### src/rtl/spi_master_regs_if.sv
// Local request/response bus of the SPI register initiator: the requester
// presents one access with start and gets read data back on done.
interface spi_master_regs_if #(
  parameter int ADDR_WIDTH = 7,
  parameter int REG_WIDTH  = 8
) ();
  logic [1:0]            mode;   // {cpol, cpha}
  logic                  start;
  logic                  rw;     // 1 = write
  logic [ADDR_WIDTH-1:0] addr;
  logic [REG_WIDTH-1:0]  wdata;
  logic                  busy;
  logic                  done;
  logic [REG_WIDTH-1:0]  rdata;

  modport master (output mode, start, rw, addr, wdata, input busy, done, rdata);
  modport slave  (input mode, start, rw, addr, wdata, output busy, done, rdata);
endinterface

### src/rtl/spi_master_regs.sv
// SPI initiator issuing single {rw, addr, data} register frames, MSB first,
// in any of the four SPI modes; read data is returned with the done pulse.
module spi_master_regs #(
  parameter int CLK_DIV    = 4,
  parameter int ADDR_WIDTH = 7,
  parameter int REG_WIDTH  = 8
) (
  input  logic            clk,
  input  logic            rstb,
  input  logic            ena,
  spi_master_regs_if.slave bus,
  output logic            spi_cs_n,
  output logic            spi_clk,
  output logic            spi_mosi,
  input  logic            spi_miso
);

  localparam int FRAME  = 1 + ADDR_WIDTH + REG_WIDTH;
  localparam int HALVES = 2 * FRAME;
  localparam int DIV_W  = $clog2(CLK_DIV);
  localparam int HALF_W = $clog2(HALVES);

  typedef enum logic [2:0] {S_IDLE, S_SETUP, S_XFER, S_HOLD, S_GAP} state_t;

  state_t                state_q, state_d;
  logic [DIV_W-1:0]      div_cnt;
  logic [HALF_W-1:0]     half_cnt;
  logic [FRAME-1:0]      tx_sh;
  logic [FRAME-1:0]      frame_word;
  logic [REG_WIDTH-1:0]  rx_sh;
  logic [REG_WIDTH-1:0]  rdata_q;
  logic                  cpha_q, rw_q, busy_q, done_q;
  logic                  tick, accept, last_half, sample_edge;

  assign tick        = (state_q != S_IDLE) && (div_cnt == DIV_W'(CLK_DIV - 1));
  assign last_half   = (half_cnt == HALF_W'(HALVES - 1));
  // Even half-periods end on a leading edge; cpha selects which edge samples.
  assign sample_edge = (half_cnt[0] == cpha_q);
  assign frame_word  = {bus.rw, bus.addr, bus.rw ? bus.wdata : {REG_WIDTH{1'b0}}};

  assign bus.busy  = busy_q;
  assign bus.done  = done_q;
  assign bus.rdata = rdata_q;

  always_ff @(posedge clk or negedge rstb) begin
    if (!rstb) state_q <= S_IDLE;
    else       state_q <= state_d;
  end

  // NOTE: defaults come first so every path assigns every output and no latch is inferred.
  always_comb begin
    state_d = state_q;
    accept  = 1'b0;
    if (ena) begin
      case (state_q)
        S_IDLE: begin
          // The done cycle is not an acceptance slot; a start there is dropped.
          if (bus.start && !done_q) begin
            accept  = 1'b1;
            state_d = S_SETUP;
          end
        end
        S_SETUP: if (tick) state_d = S_XFER;
        S_XFER:  if (tick && last_half) state_d = S_HOLD;
        S_HOLD:  if (tick) state_d = S_GAP;
        S_GAP:   if (tick) state_d = S_IDLE;
        default: state_d = S_IDLE;
      endcase
    end
  end

  // NOTE: sequential state uses non-blocking assignments so every flop sees pre-edge values.
  always_ff @(posedge clk or negedge rstb) begin
    if (!rstb) begin
      div_cnt  <= '0;
      half_cnt <= '0;
      tx_sh    <= '0;
      rx_sh    <= '0;
      rdata_q  <= '0;
      cpha_q   <= 1'b0;
      rw_q     <= 1'b0;
      busy_q   <= 1'b0;
      done_q   <= 1'b0;
      spi_cs_n <= 1'b1;
      spi_clk  <= 1'b0;
      spi_mosi <= 1'b0;
    end else begin
      // Outside the enable so a pulse coinciding with ena falling stays one cycle.
      done_q <= (state_q == S_GAP) && (state_d == S_IDLE);
      if (ena) begin
        busy_q   <= (state_d != S_IDLE);
        spi_cs_n <= (state_d == S_IDLE) || (state_d == S_GAP);
        div_cnt  <= (state_q == S_IDLE || tick) ? '0 : div_cnt + 1'b1;
        case (state_q)
          S_IDLE: begin
            spi_clk  <= bus.mode[1];
            half_cnt <= '0;
            if (accept) begin
              cpha_q <= bus.mode[0];
              rw_q   <= bus.rw;
              if (bus.mode[0]) begin
                tx_sh    <= frame_word;
                spi_mosi <= 1'b0;
              end else begin
                tx_sh    <= frame_word << 1;
                spi_mosi <= frame_word[FRAME-1];
              end
            end
          end
          S_XFER: begin
            if (tick) begin
              spi_clk  <= ~spi_clk;
              half_cnt <= half_cnt + 1'b1;
              if (sample_edge) begin
                rx_sh <= {rx_sh[REG_WIDTH-2:0], spi_miso};
              end else begin
                spi_mosi <= tx_sh[FRAME-1];
                tx_sh    <= tx_sh << 1;
              end
            end
          end
          S_HOLD: if (tick) spi_mosi <= 1'b0;
          S_GAP:  if (tick && !rw_q) rdata_q <= rx_sh;
          default: ;
        endcase
      end
    end
  end

endmodule

### src/flat_wrapper.sv
// flat-port wrapper written by rule: the top's interface ports become plain ports
module spi_master_regs_flat 
#(
  parameter int CLK_DIV    = 4,
  parameter int ADDR_WIDTH = 7,
  parameter int REG_WIDTH  = 8
)
  (clk, rstb, ena, spi_cs_n, spi_clk, spi_mosi, spi_miso, bus_mode, bus_start, bus_rw, bus_addr, bus_wdata, bus_busy, bus_done, bus_rdata);
  spi_master_regs_if #(.ADDR_WIDTH(ADDR_WIDTH), .REG_WIDTH(REG_WIDTH)) bus_i ();
  input  logic clk;
  input  logic rstb;
  input  logic ena;
  output logic spi_cs_n;
  output logic spi_clk;
  output logic spi_mosi;
  input  logic spi_miso;
  input wire logic [$bits(bus_i.mode)-1:0] bus_mode;
  input wire logic [$bits(bus_i.start)-1:0] bus_start;
  input wire logic [$bits(bus_i.rw)-1:0] bus_rw;
  input wire logic [$bits(bus_i.addr)-1:0] bus_addr;
  input wire logic [$bits(bus_i.wdata)-1:0] bus_wdata;
  output wire logic [$bits(bus_i.busy)-1:0] bus_busy;
  output wire logic [$bits(bus_i.done)-1:0] bus_done;
  output wire logic [$bits(bus_i.rdata)-1:0] bus_rdata;
  assign bus_i.mode = bus_mode;
  assign bus_i.start = bus_start;
  assign bus_i.rw = bus_rw;
  assign bus_i.addr = bus_addr;
  assign bus_i.wdata = bus_wdata;
  assign bus_busy = bus_i.busy;
  assign bus_done = bus_i.done;
  assign bus_rdata = bus_i.rdata;
  spi_master_regs #(.CLK_DIV(CLK_DIV), .ADDR_WIDTH(ADDR_WIDTH), .REG_WIDTH(REG_WIDTH)) u_core (.clk(clk), .rstb(rstb), .ena(ena), .bus(bus_i), .spi_cs_n(spi_cs_n), .spi_clk(spi_clk), .spi_mosi(spi_mosi), .spi_miso(spi_miso));
endmodule
### config.mk
export PLATFORM = sky130hd
export DESIGN_NAME = spi_master_regs_flat
export DESIGN_NICKNAME = d
export VERILOG_FILES = /design/src/rtl/spi_master_regs_if.sv /design/src/rtl/spi_master_regs.sv /design/src/flat_wrapper.sv
export SDC_FILE = /design/constraint.sdc
export NUM_CORES = 1
export LEC_CHECK = 0
export BUFFER_PORTS_ARGS = -buffer_cell sky130_fd_sc_hd__buf_2
export CORE_MARGIN = 2
export CORE_UTILIZATION = 30
export DETAILED_ROUTE_END_ITERATION = 7
export SLEW_MARGIN = 20
export SYNTH_ARGS = -nofsm -noshare
export SYNTH_HDL_FRONTEND = slang
export SYNTH_SLANG_ARGS = --single-unit
### constraint.sdc
create_clock -name clk -period 2.2 [get_ports clk]
set_input_delay 0.33 -clock clk [delete_from_list [all_inputs] [get_ports clk]]
set_output_delay 0.33 -clock clk [all_outputs]
set_load 0.005 [all_outputs]
==> flow_summary.ini, run 1 <==
[run_status]
outcome = complete, no violations

[synthesis]
synth-seq-area-share_pct = 49.4
ys_types = 41
synth.avg_cell_area_sq_um = 10.9
synth-edff-count = 0
syn_area_sq_mm = 0.00248
synthCells = 228
yosys_warnings = 0
synth_top_flop_cell = dfrtp_1
yosysTopAreaCell = dfrtp_1
synth_top_area_share_pct = 48.4
synth-seq-cells = 49
synthTopCellsByArea = dfrtp_1, mux2_2, mux2i_1, o21ai_0, nand2_1
yosysMostFrequentCell = dfrtp_1
ys_top_cells_by_count = dfrtp_1, mux2_2, nand2_1
syn_nets = 254
ys_async_sr_fraction_pct = 100

[floorplan]
chipWidth_um = 95.0
io_pins = 36
core_area_sq_mm = 0.00813
dieArea_sq_mm = 0.00902
chipHeight_um = 95.0
num_rows = 33
initial_core_util_pct = 30.5

[clock_tree]
cts_buffer_depth = 2
cts_hold_buf = 0
h-tree-depth = 2
clock_latency_ns = 0.31
numCtsBuffers = 5
cts_root_buf = clkbuf_8
cts.sinks = 49
cts_resized = 0
cts_setup_buffers = 0
cts_tree = yes
cts.clk_slew.worst_paths_ns = 0.10

[setup_path]
crit_path_end_kind = flip-flop
crit_arrival_ns = 2.11
crit_type = reg2reg
cp_data_required_time_ns = 2.40
cp-start-kind = flip-flop
crit_fanout = 12

[placement]
dpl.hpwl_um = 3410
port_buffers = 35
placed_area_sq_mm = 0.00281
post-place-ws_ns = 0.304
gp_congestion = 0.840

[global_routing]
antenna_found_initial = 0
grt_overflow_total = 0
grt_usage_pct = 12.0
grt_pass1_wl_um = 8420
grt_pass1_vias = 1769
grt_start_max_net_pins = 50

[timing]
fmax_mhz = 526
rsz0062_at_grt = no
maxSlewViolCount = 0
worst_hold_slack_ns = 0.114
hold_violations = 0
finalClockSkew_ns = 0.00775
final-setup-viol-count = 0
period_share_pct = 86.4
fin_ws_ns = 0.299
tightestPinTransition_ns = 0.621
slew_headroom_pct = 58.6
fin_crit_ns = 1.90
finalSetupTns_ns = 0

[layout]
area_delta_synth_final_pct = 17.0
nets = 292
final_util_pct = 35.7
n_fill_cell = 795
drive_above_1_share_pct = 33.7
fin_area_sq_mm = 0.00291
diodes = 0

[worst_hold_path]
hp-class = in2async

[detailed_routing]
drtPass1Iterations = 4
postRouteAntennaNets = 0
drc = 0
vias_per_cell = 4.88
finalWirelength_um = 4940
wl_per_cell_um = 13.3
num_vias = 1814
drt-initial-drc-count = 68

[power]
power_leakage_nw = 1.42
vdd_ir_drop_max_v = 0.000286
cellPowerDensity_mw_per_mm2 = 900

[flow_run]
drv_cap = 0
==> where the power goes <==
part           switching (W)  internal (W)  leakage [nW]
Sequential          0.000150       0.00110         0.640
Combinational       0.000418      0.000358         0.727
Clock               0.000324      0.000261        0.0518
==> final timing paths <==
kind | start | to | slack (ns) | cells after the start
min in group clk | spi_miso | u_core.rx_sh[0] | 0.26 | 2
min reg2reg | u_core.spi_cs_n | u_core.spi_cs_n | 0.47 | 2
min | rstb | u_core.tx_sh[3] | 0.11 | 2
max in group asynchronous | rstb | u_core.bus.done | 1.67 | 2
max reg2reg | u_core.div_cnt[0] | u_core.rx_sh[7] | 0.30 | 4
max | u_core.div_cnt[0] | u_core.rx_sh[7] | 0.30 | 4
==> state kept, by name, summed over array words and instances, names as in the netlist <==
name and cells:
u_core.spi_clk 1, u_core.rw_q 1, u_core.spi_mosi 1, u_core.state_q 3
u_core.tx_sh 16, u_core.bus.done 1, u_core.bus.rdata 8, u_core.div_cnt 2
u_core.half_cnt 5, u_core.spi_cs_n 1, u_core.bus.busy 1, u_core.rx_sh 8
u_core.cpha_q 1
==> worst max-delay path, stage by stage (launching register included) <==
cell     delay, ns
dfrtp_1       0.38
ha_1          0.41
nand2_1       0.18
nor3_4        0.44
mux2_2        0.38
==> cell families after synthesis <==
kind of cell / Yosys count / share of synthesized area [%]
simple gates: 58 / 11.9
mux: 49 / 21.4
flops: 49 / 49.4
compound gates: 48 / 11.7
buf+inv: 20 / 3.68
fa+ha+maj: 3 / 1.51
xor+xnor: 1 / 0.353
==> metrics by stage <==
step | std cells | total power [W]
after floorplan | 228 | 0.00181
after global placement | 364 | 0.00203
after detailed placement | 364 | 0.00205
after CTS | 372 | 0.00265
after global routing | 372 | 0.00280
final | 372 | 0.00261
==> cells in the final DEF (no fill, tap or decap), types with 3 or more instances in the layout <==
master | Yosys | final
mux2_2 | 33 | 33
inv_1 | 8 | 8
nor2b_1 | 4 | 4
nand2b_1 | 3 | 3
o21ai_0 | 26 | 26
buf_2 | 7 | 35
buf_4 | 0 | 7
mux2i_1 | 16 | 16
nor2_1 | 6 | 6
nand2_1 | 29 | 29
ha_1 | 3 | 3
a21oi_1 | 6 | 6
clkbuf_8 | 0 | 6
dfrtp_1 | 48 | 48
==> layer usage <==
layer  vias to the layer above  track usage [%]  share of wire, %
met5                         -                0                 0
li1                        884                -                 -
met4                         0             4.71               1.6
met1                       892             16.0                49
met3                         8             2.71               3.2
met2                        30             18.9                46
==> final cells by class <==
type	instances	area [sq um]	share of cell area, %
clock inverter	2	17.5	0.603
inverter	8	30.0	1.03
sequential	49	1230	42.2
clock buffer	6	82.6	2.84
tap	105	131	4.52
timing repair buffer	43	248	8.53
multi-input combinational	159	1170	40.2
(Power assumes the default switching activity.)
==> run 2, diff against run 1 <==
- MAX_ROUTING_LAYER: not set -> met4
==> run 2 against run 1 <==
Net effect: final area unchanged; die area is the same; sequential share of layout area stayed put; register-to-register slack about the same; fmax is 0.63% lower; critical path depth did not move; global-route usage grew 0.33 points; critical path type unchanged; largest power group unchanged.
==> flow_summary.ini, run 2 (synthesis results as in run 1) <==
[layout]
n_fill_cell = 795
layout_common_cells = dfrtp_1, buf_2, mux2_2, nand2_1, o21ai_0
layout_commonest_cell = dfrtp_1
area_delta_synth_final_pct = 17.0
largest-register = u_core.tx_sh
drive_above_1_share_pct = 33.7
largest_reg_flops = 16
diodes = 0
nets = 292

[global_routing]
grt_pass1_wl_um = 8410
grt_start_max_net_pins = 50
grt_overflow_total = 0
grt_pass1_vias = 1769
grt_usage_pct = 12.3
antenna_found_initial = 0

[floorplan]
chipHeight_um = 95.0
io_pins = 36
chipWidth_um = 95.0
initial_core_util_pct = 30.5
core_area_sq_mm = 0.00813
dieArea_sq_mm = 0.00902
num_rows = 33

[run_status]
outcome = complete, no violations

[timing]
final-setup-viol-count = 0
finalSetupTns_ns = 0
fmax_mhz = 523
fin_crit_ns = 1.91
worst_hold_slack_ns = 0.114
tightestPinTransition_ns = 0.620
slew_headroom_pct = 58.7
hold_violations = 0
finalClockSkew_ns = 0.00690
rsz0062_at_grt = no
period_share_pct = 87.0
maxSlewViolCount = 0

[setup_path]
crit_arrival_ns = 2.12
cp_data_required_time_ns = 2.40
crit_buf_inv = 0
path_delay_family = simple AND/OR/NAND/NOR gates
slowest_delay_ns = 0.44
slowest_stage = nor3_4
crit_path_end_kind = flip-flop
crit_fanout = 12
crit_type = reg2reg
cp-start-kind = flip-flop
path_cells = ha_1, nand2_1, nor3_4, mux2_2

[power]
power_leakage_nw = 1.42
cellPowerDensity_mw_per_mm2 = 899
vdd_ir_drop_max_v = 0.000286

[detailed_routing]
drc = 0
drtPass1Iterations = 4
wl_per_cell_um = 13.2
finalWirelength_um = 4890
vias_per_cell = 4.91
drt-initial-drc-count = 60
postRouteAntennaNets = 0
num_vias = 1826

[clock_tree]
cts_root_buf = clkbuf_8
cts_setup_buffers = 0
cts_resized = 0
clock_latency_ns = 0.31
h-tree-depth = 2
cts_buffer_depth = 2
cts_hold_buf = 0
cts_tree = yes
cts.sinks = 49
numCtsBuffers = 5
cts.clk_slew.worst_paths_ns = 0.10

[flow_run]
drv_cap = 0

[placement]
dpl.hpwl_um = 3410
gp_congestion = 0.853
port_buffers = 35

[worst_hold_path]
hp-class = in2async
[run 2: cell counts in the layout (fill, tap and decap cells not counted)]
Identical to the previous run, type by type.
[run 2: final cells by class]
cell class / instances / area (sq um) / share of cell area, %
multi-input combinational: 159 / 1170 / 40.2
timing repair buffer: 43 / 248 / 8.53
sequential: 49 / 1230 / 42.2
inverter: 8 / 30.0 / 1.03
clock inverter: 2 / 17.5 / 0.603
tap: 105 / 131 / 4.52
clock buffer: 6 / 82.6 / 2.84
[run 2: through the flow]
| step | power [W] | worst slack, ns | instances | util, % | instance area (sq um) |
|---|---|---|---|---|---|
| after CTS | 0.00265 | 0.276 | 372 | 35.7 | 2910 |
| final | 0.00261 | 0.286 | 372 | 35.7 | 2910 |
| after detailed placement | 0.00205 | 0.304 | 364 | 34.5 | 2810 |
| after global placement | 0.00203 | 0.355 | 364 | 34.5 | 2810 |
| after global routing | 0.00280 | 0.161 | 372 | 35.7 | 2910 |
| after floorplan | 0.00181 | 0.448 | 228 | - | 2480 |
[run 2: power breakdown]
part | switching (W) | internal, W | total (W)
Clock | 0.000324 | 0.000261 | 0.000585
Sequential | 0.000150 | 0.00110 | 0.00125
Combinational | 0.000417 | 0.000358 | 0.000775
[run 2: layer usage]
layer,vias up,track usage [%],wire length [um],part of all wire (%)
met5,-,-,0,0
met4,0,4.71,59,1.2
met3,7,2.71,179,3.7
met2,31,18.9,2300,47
met1,905,16.0,2360,48
li1,883,-,-,-
[run 2: worst reg2reg max path, cell delays in order, from the launching register on]
cell	delay, ns
dfrtp_1	0.38
ha_1	0.42
nand2_1	0.19
nor3_4	0.44
mux2_2	0.38
[run 2: worst paths after layout]
path,from,end,slack [ns],depth (start not counted)
hold reg to reg,u_core.spi_cs_n,u_core.spi_cs_n,0.47,2
hold / removal,rstb,u_core.tx_sh[3],0.11,2
max in group asynchronous,rstb,u_core.bus.done,1.67,2
setup reg to reg,u_core.div_cnt[0],u_core.rx_sh[7],0.29,4
setup / recovery,u_core.div_cnt[0],u_core.rx_sh[7],0.29,4
min in group clk,spi_miso,u_core.rx_sh[0],0.26,2
